===== src/rtl/core_inst_sequencer.sv =====
// Instruction sequencer for the core datapath. It emits one 62-bit
// instruction word per cycle for a full convolution pass. For each kernel
// index it loads weights, loads activations, executes, and drains the
// output FIFO into psum SRAM. It then runs one accumulate sweep into the
// final SRAM.
//
// Ports:
//   clk          clock
//   reset        asynchronous, active-low reset
//   start        one-cycle pulse, accepted only in IDLE
//   ofifo_valid  core output FIFO holds a full column vector
//   inst         registered core instruction word
//   busy         high while a pass is in progress
//   done         one-cycle pulse when a pass completes (or aborts on timeout)
//   err          sticky drain-timeout flag, cleared by reset or the next start
//   kij_idx      current kernel index
module core_inst_sequencer #(
  parameter  int unsigned LEN_KIJ       = 9,
  parameter  int unsigned LEN_NIJ       = 36,
  parameter  int unsigned LEN_ONIJ      = 16,
  parameter  int unsigned ROW           = 8,
  parameter  int unsigned W_BASE        = 1024,
  parameter  int unsigned DRAIN_TIMEOUT = 255,
  localparam int unsigned INST_W        = 62,
  localparam int unsigned KIJ_W         = 4
) (
  input  logic              clk,
  input  logic              reset,
  input  logic              start,
  input  logic              ofifo_valid,
  output logic [INST_W-1:0] inst,
  output logic              busy,
  output logic              done,
  output logic              err,
  output logic [KIJ_W-1:0]  kij_idx
);

  // Field widths and bit positions of the instruction word
  localparam int unsigned XA_W       = 11;
  localparam int unsigned PA_W       = 12;
  localparam int unsigned FA_W       = 11;
  localparam int unsigned CNT_W      = $clog2(LEN_NIJ + 2);
  localparam int unsigned STALL_W    = $clog2(DRAIN_TIMEOUT + 1);
  localparam int unsigned B_KLOAD    = 0;
  localparam int unsigned B_EXEC     = 1;
  localparam int unsigned B_L0_WR    = 2;
  localparam int unsigned B_L0_RD    = 3;
  localparam int unsigned B_OFIFO_RD = 6;
  localparam int unsigned XA_LSB     = 7;
  localparam int unsigned B_XWEN     = 18;
  localparam int unsigned B_XCEN     = 19;
  localparam int unsigned PWA_LSB    = 20;
  localparam int unsigned B_PWEN     = 32;
  localparam int unsigned B_PCEN     = 33;
  localparam int unsigned B_ACC      = 34;
  localparam int unsigned FA_LSB     = 35;
  localparam int unsigned B_FWEN     = 46;
  localparam int unsigned B_FCEN     = 47;
  localparam int unsigned B_CEN_ACT  = 48;
  localparam int unsigned B_PCEN_RD  = 49;
  localparam int unsigned PRA_LSB    = 50;

  // Accumulate map geometry: 3x3 kernel sliding over a 6x6 input -> 4x4 output
  localparam int unsigned IN_DIM = 6;
  localparam int unsigned K_DIM  = 3;
  localparam int unsigned O_DIM  = IN_DIM - K_DIM + 1;

  localparam logic [INST_W-1:0] IDLE_WORD =
      (INST_W'(1) << B_XWEN) | (INST_W'(1) << B_XCEN) |
      (INST_W'(1) << B_PWEN) | (INST_W'(1) << B_PCEN) |
      (INST_W'(1) << B_FWEN) | (INST_W'(1) << B_FCEN) |
      (INST_W'(1) << B_CEN_ACT) | (INST_W'(1) << B_PCEN_RD);

  // psum write addresses must never wrap
  if (LEN_KIJ * LEN_NIJ > 4096) begin : g_psum_range_chk
    $error("core_inst_sequencer: LEN_KIJ*LEN_NIJ exceeds psum address space");
  end
  if (LEN_NIJ != IN_DIM * IN_DIM || LEN_ONIJ != O_DIM * O_DIM ||
      LEN_KIJ != K_DIM * K_DIM) begin : g_geom_chk
    $error("core_inst_sequencer: accumulate map assumes 3x3 kernel over 6x6 input");
  end

  typedef enum logic [2:0] {
    IDLE, W_LOAD, W_PUSH, X_LOAD, EXEC, DRAIN, ACC, FIN
  } state_t;

  state_t              state, state_d;
  logic [CNT_W-1:0]    cnt, cnt_d;
  logic [STALL_W-1:0]  stall, stall_d;
  logic [KIJ_W-1:0]    kij_d;
  logic [1:0]          k_row, k_row_d, k_col, k_col_d;
  logic [1:0]          o_row, o_row_d, o_col, o_col_d;
  logic                wr_pend, wr_pend_d;
  logic [PA_W-1:0]     wr_addr, wr_addr_d;
  logic                fin_pend, fin_pend_d;
  logic [FA_W-1:0]     fin_addr, fin_addr_d;
  logic                err_d;
  logic [INST_W-1:0]   inst_c;

  // Next-state, counters and instruction word
  always_comb begin
    state_d    = state;
    cnt_d      = cnt;
    stall_d    = stall;
    kij_d      = kij_idx;
    k_row_d    = k_row;
    k_col_d    = k_col;
    o_row_d    = o_row;
    o_col_d    = o_col;
    wr_pend_d  = 1'b0;
    wr_addr_d  = wr_addr;
    fin_pend_d = 1'b0;
    fin_addr_d = fin_addr;
    err_d      = err;
    inst_c     = IDLE_WORD;

    // SRAM writes trail the read that produced their data by one cycle,
    // so they are driven from pending registers regardless of state
    if (wr_pend) begin
      inst_c[B_PCEN] = 1'b0;
      inst_c[B_PWEN] = 1'b0;
      inst_c[PWA_LSB +: PA_W] = wr_addr;
    end
    if (fin_pend) begin
      inst_c[B_FCEN] = 1'b0;
      inst_c[B_FWEN] = 1'b0;
      inst_c[FA_LSB +: FA_W] = fin_addr;
    end

    case (state)
      IDLE: begin
        if (start) begin
          state_d = W_LOAD;
          cnt_d   = '0;
          stall_d = '0;
          kij_d   = '0;
          k_row_d = '0;
          k_col_d = '0;
          o_row_d = '0;
          o_col_d = '0;
          err_d   = 1'b0;
        end
      end
      // l0_wr lags the xmem read by one cycle, hence the extra cycle
      W_LOAD: begin
        if (cnt < CNT_W'(ROW)) begin
          inst_c[B_XCEN] = 1'b0;
          inst_c[XA_LSB +: XA_W] = XA_W'(W_BASE + 32'(kij_idx) * ROW + 32'(cnt));
        end
        inst_c[B_L0_WR] = (cnt != '0);
        if (cnt == CNT_W'(ROW)) begin
          cnt_d   = '0;
          state_d = W_PUSH;
        end else begin
          cnt_d = cnt + CNT_W'(1);
        end
      end
      W_PUSH: begin
        inst_c[B_L0_RD] = 1'b1;
        inst_c[B_KLOAD] = 1'b1;
        if (cnt == CNT_W'(ROW - 1)) begin
          cnt_d   = '0;
          state_d = X_LOAD;
        end else begin
          cnt_d = cnt + CNT_W'(1);
        end
      end
      // Activation fetch also enables the activation-side SRAM select
      X_LOAD: begin
        if (cnt < CNT_W'(LEN_NIJ)) begin
          inst_c[B_XCEN]    = 1'b0;
          inst_c[B_CEN_ACT] = 1'b0;
          inst_c[XA_LSB +: XA_W] = XA_W'(cnt);
        end
        inst_c[B_L0_WR] = (cnt != '0);
        if (cnt == CNT_W'(LEN_NIJ)) begin
          cnt_d   = '0;
          state_d = EXEC;
        end else begin
          cnt_d = cnt + CNT_W'(1);
        end
      end
      EXEC: begin
        inst_c[B_L0_RD] = 1'b1;
        inst_c[B_EXEC]  = 1'b1;
        if (cnt == CNT_W'(LEN_NIJ - 1)) begin
          cnt_d   = '0;
          stall_d = '0;
          state_d = DRAIN;
        end else begin
          cnt_d = cnt + CNT_W'(1);
        end
      end
      // Pop one vector per valid cycle; an empty FIFO stalls the count
      DRAIN: begin
        if (ofifo_valid) begin
          inst_c[B_OFIFO_RD] = 1'b1;
          wr_pend_d = 1'b1;
          wr_addr_d = PA_W'(32'(kij_idx) * LEN_NIJ + 32'(cnt));
          stall_d   = '0;
          if (cnt == CNT_W'(LEN_NIJ - 1)) begin
            cnt_d   = '0;
            kij_d   = kij_idx + KIJ_W'(1);
            state_d = ((32'(kij_idx) + 32'd1) < LEN_KIJ) ? W_LOAD : ACC;
          end else begin
            cnt_d = cnt + CNT_W'(1);
          end
        end else if (stall == STALL_W'(DRAIN_TIMEOUT - 1)) begin
          err_d   = 1'b1;
          state_d = FIN;
        end else begin
          stall_d = stall + STALL_W'(1);
        end
      end
      // Walk kij (inner) for each output pixel, reading the matching psum
      ACC: begin
        inst_c[B_ACC]     = 1'b1;
        inst_c[B_PCEN_RD] = 1'b0;
        inst_c[PRA_LSB +: PA_W] = PA_W'(
            (32'(k_row) * K_DIM + 32'(k_col)) * LEN_NIJ +
            (32'(o_row) + 32'(k_row)) * IN_DIM + 32'(o_col) + 32'(k_col));
        if (k_col == 2'(K_DIM - 1)) begin
          k_col_d = '0;
          if (k_row == 2'(K_DIM - 1)) begin
            k_row_d    = '0;
            fin_pend_d = 1'b1;
            fin_addr_d = FA_W'(32'(o_row) * O_DIM + 32'(o_col));
            if (o_col == 2'(O_DIM - 1)) begin
              o_col_d = '0;
              if (o_row == 2'(O_DIM - 1)) begin
                o_row_d = '0;
                state_d = FIN;
              end else begin
                o_row_d = o_row + 2'd1;
              end
            end else begin
              o_col_d = o_col + 2'd1;
            end
          end else begin
            k_row_d = k_row + 2'd1;
          end
        end else begin
          k_col_d = k_col + 2'd1;
        end
      end
      FIN: state_d = IDLE;
      default: state_d = IDLE;
    endcase
  end

  // State, counters and registered outputs
  always_ff @(posedge clk or negedge reset) begin
    if (!reset) begin
      state    <= IDLE;
      cnt      <= '0;
      stall    <= '0;
      kij_idx  <= '0;
      k_row    <= '0;
      k_col    <= '0;
      o_row    <= '0;
      o_col    <= '0;
      wr_pend  <= 1'b0;
      wr_addr  <= '0;
      fin_pend <= 1'b0;
      fin_addr <= '0;
      err      <= 1'b0;
      inst     <= IDLE_WORD;
      busy     <= 1'b0;
      done     <= 1'b0;
    end else begin
      state    <= state_d;
      cnt      <= cnt_d;
      stall    <= stall_d;
      kij_idx  <= kij_d;
      k_row    <= k_row_d;
      k_col    <= k_col_d;
      o_row    <= o_row_d;
      o_col    <= o_col_d;
      wr_pend  <= wr_pend_d;
      wr_addr  <= wr_addr_d;
      fin_pend <= fin_pend_d;
      fin_addr <= fin_addr_d;
      err      <= err_d;
      inst     <= inst_c;
      // busy drops on the same edge that raises done
      busy     <= (state_d != IDLE);
      done     <= (state == FIN);
    end
  end

endmodule


===== config.mk =====
export PLATFORM = sky130hd
export DESIGN_NAME = core_inst_sequencer
export DESIGN_NICKNAME = d
export VERILOG_FILES = /design/src/rtl/core_inst_sequencer.sv
export SDC_FILE = /design/constraint.sdc
export NUM_CORES = 1
export LEC_CHECK = 0
export BUFFER_PORTS_ARGS = -buffer_cell sky130_fd_sc_hd__clkbuf_2
export CORE_MARGIN = 2
export CORE_UTILIZATION = 55
export CTS_CLUSTER_DIAMETER = 80
export DETAILED_ROUTE_END_ITERATION = 7
export PLACE_DENSITY = 0.77
export SLEW_MARGIN = 15
export SYNTH_ARGS = -nofsm -noshare
export SYNTH_HDL_FRONTEND = slang
export SYNTH_SLANG_ARGS = --single-unit

===== constraint.sdc =====
create_clock -name clk -period 4.8 [get_ports clk]
set_input_delay 0.72 -clock clk [delete_from_list [all_inputs] [get_ports clk]]
set_output_delay 0.72 -clock clk [all_outputs]
set_load 0.05 [all_outputs]

==> results.cfg, run 1 <==
[place]
dp_worst_setup_slack_ns = 0.950
routabilityCongestion = 0.841
dp_hpwl_um = 7130
numPortBuffers = 58
placed_area_mm2 = 0.00541

[routing]
detail-route-antenna-nets = 0
routed-via-count = 3749
first_pass_iters = 5
via_per_inst = 5.54
wl_met1_um = 4380
drtIter0Drc = 181
drt-wirelength-per-cell_um = 14.5
dr.max_layer_used = met4
wl_met3_um = 387
postRouteWirelength_um = 9820
wl_met2_um = 4830
route.detailed.drc = 0

[finish]
area_delta_synth_final_pct = 9.09
seqCellArea_mm2 = 0.00236
antenna_cells = 0
nNetsFinal = 611
final_cell_area_mm2 = 0.00563
fillers = 726
layout-drive-gt1-share_pct = 17.5
multi_input_area_mm2 = 0.00248

[grt]
antenna_found_initial = 0
gr-usage-all-layers_pct = 20.5
grt_pass1_wl_um = 16600
grt_pass1_vias = 3607
grt-ovfl-total = 0
grt_max_degree = 55

[timing]
rsz0062_at_grt = false
slew_headroom_pct = 46.2
tns_ns = 0
post-route-min-period_ns = 3.89
fmax_ghz = 0.257
tightest_slew_ns = 0.807
maxSlewViolCount = 0
timing.final.ws_setup_ns = 0.911
hold_violations = 0
setup_violations = 0
finClkSkew_ns = 0.0144
fin_crit_sh_pct = 81.0

[run]
max_cap_violations = 0

[setup_path]
cp_max_fo = 5
worstPathArrival_ns = 4.19
endpoint_kind = flop
required_ns = 5.10
worstSetupPathType = flop to flop
start_kind = flop

[clock_tree]
cts_resized = 0
cts_buffer_depth = 2
h-tree-depth = 3
cts_hold_buf = 0
post_cts_buffers = 0
cts_tree = done
cts.sinks = 94
clk_latency_ns = 0.37
cts_buffers = 9
root_buffer = clkbuf_8
clk_pin_slew_worst_paths_ns = 0.10

[synth]
ys_ff_latch = 94
synth.distinct_cells = 64
ys_warn_count = 0
syn_avg_cell_area_um2 = 10.1
synth_area_leaders = dfrtp_1 43%, ha_1 9.5%, nand2_1 3.3%
synth_enable_flop_cells = 0
netlist_area_mm2 = 0.00516
synth-async-reset-ratio_pct = 100
synth_top_cell_by_area = dfrtp_1
synth_cells = 513
yosys.area.top_type_share_pct = 43.1
synth-seq-area-share_pct = 45.7
synth_flop_cell = dfrtp_1

[die]
coreArea_mm2 = 0.00915
initial_core_util_pct = 56.4
placementRows = 35
die-area_mm2 = 0.0102
top_level_ports = 73
chipWidth_um = 101
die_h_um = 101

[pwr]
p_leak_nw = 2.89
power_density_mw_per_mm2 = 486
vdd_drop_max_mv = 0.360

[run_status]
status = complete, no violations

[min_path]
hold_path_class = input pin to asynchronous set/reset pin
cell usage in the layout, fill, tap and decap left out, types with 4 or more instances in the layout:
master and count:
a21o_1 8, xnor2_1 6, xor2_1 15, mux2_2 6, nor3_1 8, a21oi_1 13, nor2b_1 7, ha_1 39
fa_1 7, or3_1 6, o31ai_1 4, dfrtp_1 89, inv_1 33, nor2_1 37, clkbuf_8 9, and3_1 5
conb_1 15, a31oi_1 6, o21ai_0 33, clkbuf_2 57, a22o_1 4, dfstp_2 5, and2_1 22, nand3_1 20
nand2b_1 5, nand2_1 45
final timing paths:
check / slack, ns / cells after the start / endpoint / startpoint
worst max-delay path: 0.91 / 15 / inst[58] / k_row[1]
worst min-delay path: 0.31 / 1 / inst[26] / reset
worst max register to register: 0.91 / 15 / inst[58] / k_row[1]
worst min register to register: 0.46 / 1 / inst[47] / fin_pend
max in group asynchronous: 3.44 / 2 / k_row[0] / reset
min in group clk: 0.46 / 1 / inst[47] / fin_pend
worst max-delay path: stages (launching register included):
cell and delay (ns):
dfrtp_1 0.42, inv_1 0.22, fa_1 0.46, inv_1 0.07, ha_1 0.14, inv_1 0.05
fa_1 0.58, inv_1 0.08, ha_1 0.30, ha_1 0.34, o21ai_0 0.11, nor2_1 0.10
o41ai_1 0.42, mux2i_1 0.14, o22ai_1 0.17, mux2i_1 0.22
flip-flops by register name (all words and copies together) (netlist names), 2 cells and up:
register / count
k_row: 2
wr_addr: 11
o_col: 2
cnt: 6
state: 3
inst: 46
fin_addr: 4
o_row: 2
kij_idx: 4
k_col: 2
stall: 8
power breakdown:
group | internal (mW) | leakage, nW | switching, mW
sequential | 0.882 | 1.27 | 0.124
clock | 0.295 | 0.110 | 0.283
combinational | 0.414 | 1.51 | 0.740
total | 1.59 | 2.89 | 1.15
routing by layer:
layer  vias up  GRT usage, %
met4         0          8.54
li1       1802             -
met2       100          33.2
met1      1828          26.8
met3        19          4.37
met5         -             0
cell usage after synthesis (4+ instances only):
| library cell | n |
|---|---|
| a21o_1 | 8 |
| a21oi_1 | 13 |
| a22o_1 | 4 |
| a31oi_1 | 6 |
| and2_1 | 22 |
| and3_1 | 5 |
| buf_2 | 4 |
| buf_4 | 18 |
| buf_6 | 5 |
| clkbuf_1 | 9 |
| dfrtp_1 | 89 |
| dfstp_2 | 5 |
| fa_1 | 7 |
| ha_1 | 39 |
| inv_1 | 33 |
| mux2_2 | 6 |
| nand2_1 | 45 |
| nand2b_1 | 5 |
| nand3_1 | 20 |
| nor2_1 | 37 |
| nor2b_1 | 7 |
| nor3_1 | 8 |
| o21ai_0 | 33 |
| o31ai_1 | 4 |
| or3_1 | 6 |
| xnor2_1 | 6 |
| xor2_1 | 15 |
area by class of cell:
class | instances | share of cell area, %
Sequential cell | 94 | 41.9
Tap cell | 111 | 2.47
Timing Repair Buffer | 60 | 5.47
Clock buffer | 9 | 2.20
Clock inverter | 7 | 1.69
Multi-Input combinational cell | 361 | 44.0
Inverter | 35 | 2.33
stage by stage:
step	hold slack (ns)	total power, mW	instances	utilization (%)
floorplan	0.392	1.93	526	-
global placement	0.438	2.12	661	59.1
detailed placement	0.443	2.16	661	59.1
CTS	0.315	2.75	677	61.5
global route	0.341	2.95	677	61.5
finish	0.309	2.74	677	61.5
logic make-up (layout without fill, tap and decap cells):
logic type               Yosys count  in the layout  synth area share (%)
AND/OR/NAND/NOR                  179            179                  18.0
flip-flops                        94             94                  45.7
AO/OA/AOI/OAI                     92             92                  11.4
buffers and inverters             71            111                  7.29
adder cells (fa/ha/maj)           46             46                  12.2
XOR/XNOR                          21             21                  3.56
multiplexers                       8              8                  1.70
other                              2             15                 0.145
Power figures use the tool's default switching activity.
==> run 2, diff against run 1 <==
==> constraint.sdc (replaced) <==
create_clock -name clk -period 3.8 [get_ports clk]
set_input_delay 0.57 -clock clk [delete_from_list [all_inputs] [get_ports clk]]
set_output_delay 0.57 -clock clk [all_outputs]
set_load 0.05 [all_outputs]
==> results.cfg, run 2 (synthesis gave the netlist of run 1 again) <==
[place]
placed_area_mm2 = 0.00543
dp_hpwl_um = 6980
dp.cells = 663
routabilityCongestion = 0.853
numPortBuffers = 58

[finish]
final_cell_area_mm2 = 0.00567
antenna_cells = 0
reg_top3 = inst x46, wr_addr x11, stall x8
regMostFlops = inst
area_delta_synth_final_pct = 9.74
final_common_cell = dfrtp_1
layout-drive-gt1-share_pct = 19.1
nNetsFinal = 616
largest_register_ffs = 46
final_cell_mix = 89 x dfrtp_1, 57 x clkbuf_2, 44 x nand2_1
layoutNonFillerInstCount = 682

[grt]
gr-usage-all-layers_pct = 20.5
grt_pass1_wl_um = 16600
grt_max_degree = 79
grt-ovfl-total = 0
antenna_found_initial = 0
grt_pass1_vias = 3616

[pwr]
power_density_mw_per_mm2 = 604
vdd_drop_max_mv = 0.345
p_leak_nw = 2.90

[clock_tree]
clk_latency_ns = 0.36
clk_pin_slew_worst_paths_ns = 0.10
h-tree-depth = 3
cts.sinks = 94
cts_tree = done
cts_buffer_depth = 2
root_buffer = clkbuf_8
cts_buffers = 9

[setup_path]
cpPeakStageDelay_ns = 0.55
worstSetupPathType = flop to flop
start_kind = flop
crit_chain = ha_1 > inv_1 > fa_1 > inv_1 > ha_1 > ha_1 > or3_1 > nand2_2 > ha_4 > ha_4 > o21ai_0 > nor2_1 > o41ai_2 > mux2i_1 > o22ai_1 > mux2i_1
crit_path_top_delay_cell = fa_1
cpMostUsedCell = ha_1
ff2ff_setup_slack_ns = 0.19
worstPathArrival_ns = 3.89
endpoint_kind = flop
cp_max_fo = 3
required_ns = 4.08

[min_path]
hold_path_class = input pin to asynchronous set/reset pin

[routing]
drt-wirelength-per-cell_um = 14.2
routed-via-count = 3755
postRouteWirelength_um = 9670
first_pass_iters = 5
route.detailed.drc = 0
detail-route-antenna-nets = 0
via_per_inst = 5.51
drtIter0Drc = 221

[die]
coreArea_mm2 = 0.00915
placementRows = 35
die_h_um = 101
chipWidth_um = 101
die-area_mm2 = 0.0102
top_level_ports = 73
initial_core_util_pct = 56.4

[timing]
tns_ns = 0
maxSlewViolCount = 0
setup_violations = 0
hold_violations = 0
finClkSkew_ns = 0.0100
whs_ns = 0.342
slew_headroom_pct = 38.4
post-route-min-period_ns = 3.61
fmax_ghz = 0.277
tightest_slew_ns = 0.924
fin_crit_sh_pct = 94.9

[run_status]
status = complete, no violations

[run]
max_cap_violations = 0
-- run 2: changes by cell type in the layout (fill, tap and decap cells not counted) --
| cell | delta |
|---|---|
| buf_4 | +5 |
| bufinv_16 | -2 |
| clkinv_4 | +1 |
| clkinvlp_4 | -1 |
| ha_1 | -2 |
| ha_4 | +2 |
| inv_1 | -1 |
| inv_2 | +1 |
| inv_6 | +1 |
| inv_8 | +1 |
| nand2_1 | -1 |
| nand2_2 | +1 |
| o41ai_1 | -1 |
| o41ai_2 | +1 |
-- run 2: worst max-delay path: cells and delay by family, from the launching register on --
family                     cells  cell delay, ns
AOI/OAI and AO/OA              3            0.62
adders and majority gates      6            1.53
buffers and inverters          2            0.12
DFF                            1            0.39
muxes                          2            0.33
and+or+nand+nor                3            0.53
-- run 2: metal layers --
layer	up-vias	routed length, um	global-route usage [%]
met1	1818	4260	26.7
met2	97	4880	34.6
met3	15	347	3.12
li1	1825	-	-
met4	0	181	7.48
met5	-	0	0
-- run 2: final timing paths --
| kind | endpoint | cells after the start | start |
|---|---|---|---|
| max in group asynchronous | inst[19] | 2 | reset |
| max | inst[58] | 16 | k_row[0] |
| min reg2reg | inst[47] | 1 | fin_pend |
| max reg2reg | inst[58] | 16 | k_row[0] |
| min in group clk | inst[47] | 1 | fin_pend |
| min | inst[26] | 1 | reset |
-- run 2: metrics by stage --
stage / setup slack (ns) / utilization (%) / power (mW)
6_report: 0.193 / 61.9 / 3.42
3_3_place_gp: 0.180 / 59.3 / 2.68
2_1_floorplan: 0.257 / - / 2.44
5_1_grt: -0.0250 / 61.9 / 3.70
3_5_place_dp: 0.00832 / 59.3 / 2.74
4_1_cts: 0.131 / 61.4 / 3.38
-- run 2: cell type report --
| cell class | count | area (um2) |
|---|---|---|
| inverters | 35 | 131 |
| multi-input cells | 361 | 2510 |
| repair buffers | 65 | 345 |
| clock buffers | 9 | 124 |
| well taps | 111 | 139 |
| clock inverters | 7 | 56.3 |
| flip-flops and latches | 94 | 2360 |
| fillers | 755 | 3490 |
-- run 2: timing repair --
| action | 4_1_cts | 5_1_grt |
|---|---|---|
| gates resized for setup | 1 | 4 |
| setup endpoints to repair | 1 | 1 |
| buffers inserted | 0 | 3 |
| pin swaps | 0 | 4 |
| hold buffers | 0 | 0 |
-- run 2: report_power, final --
part | internal, mW | total, mW | switching [mW]
Combinational | 0.572 | 1.54 | 0.965
Clock | 0.249 | 0.616 | 0.367
Sequential | 1.11 | 1.27 | 0.155
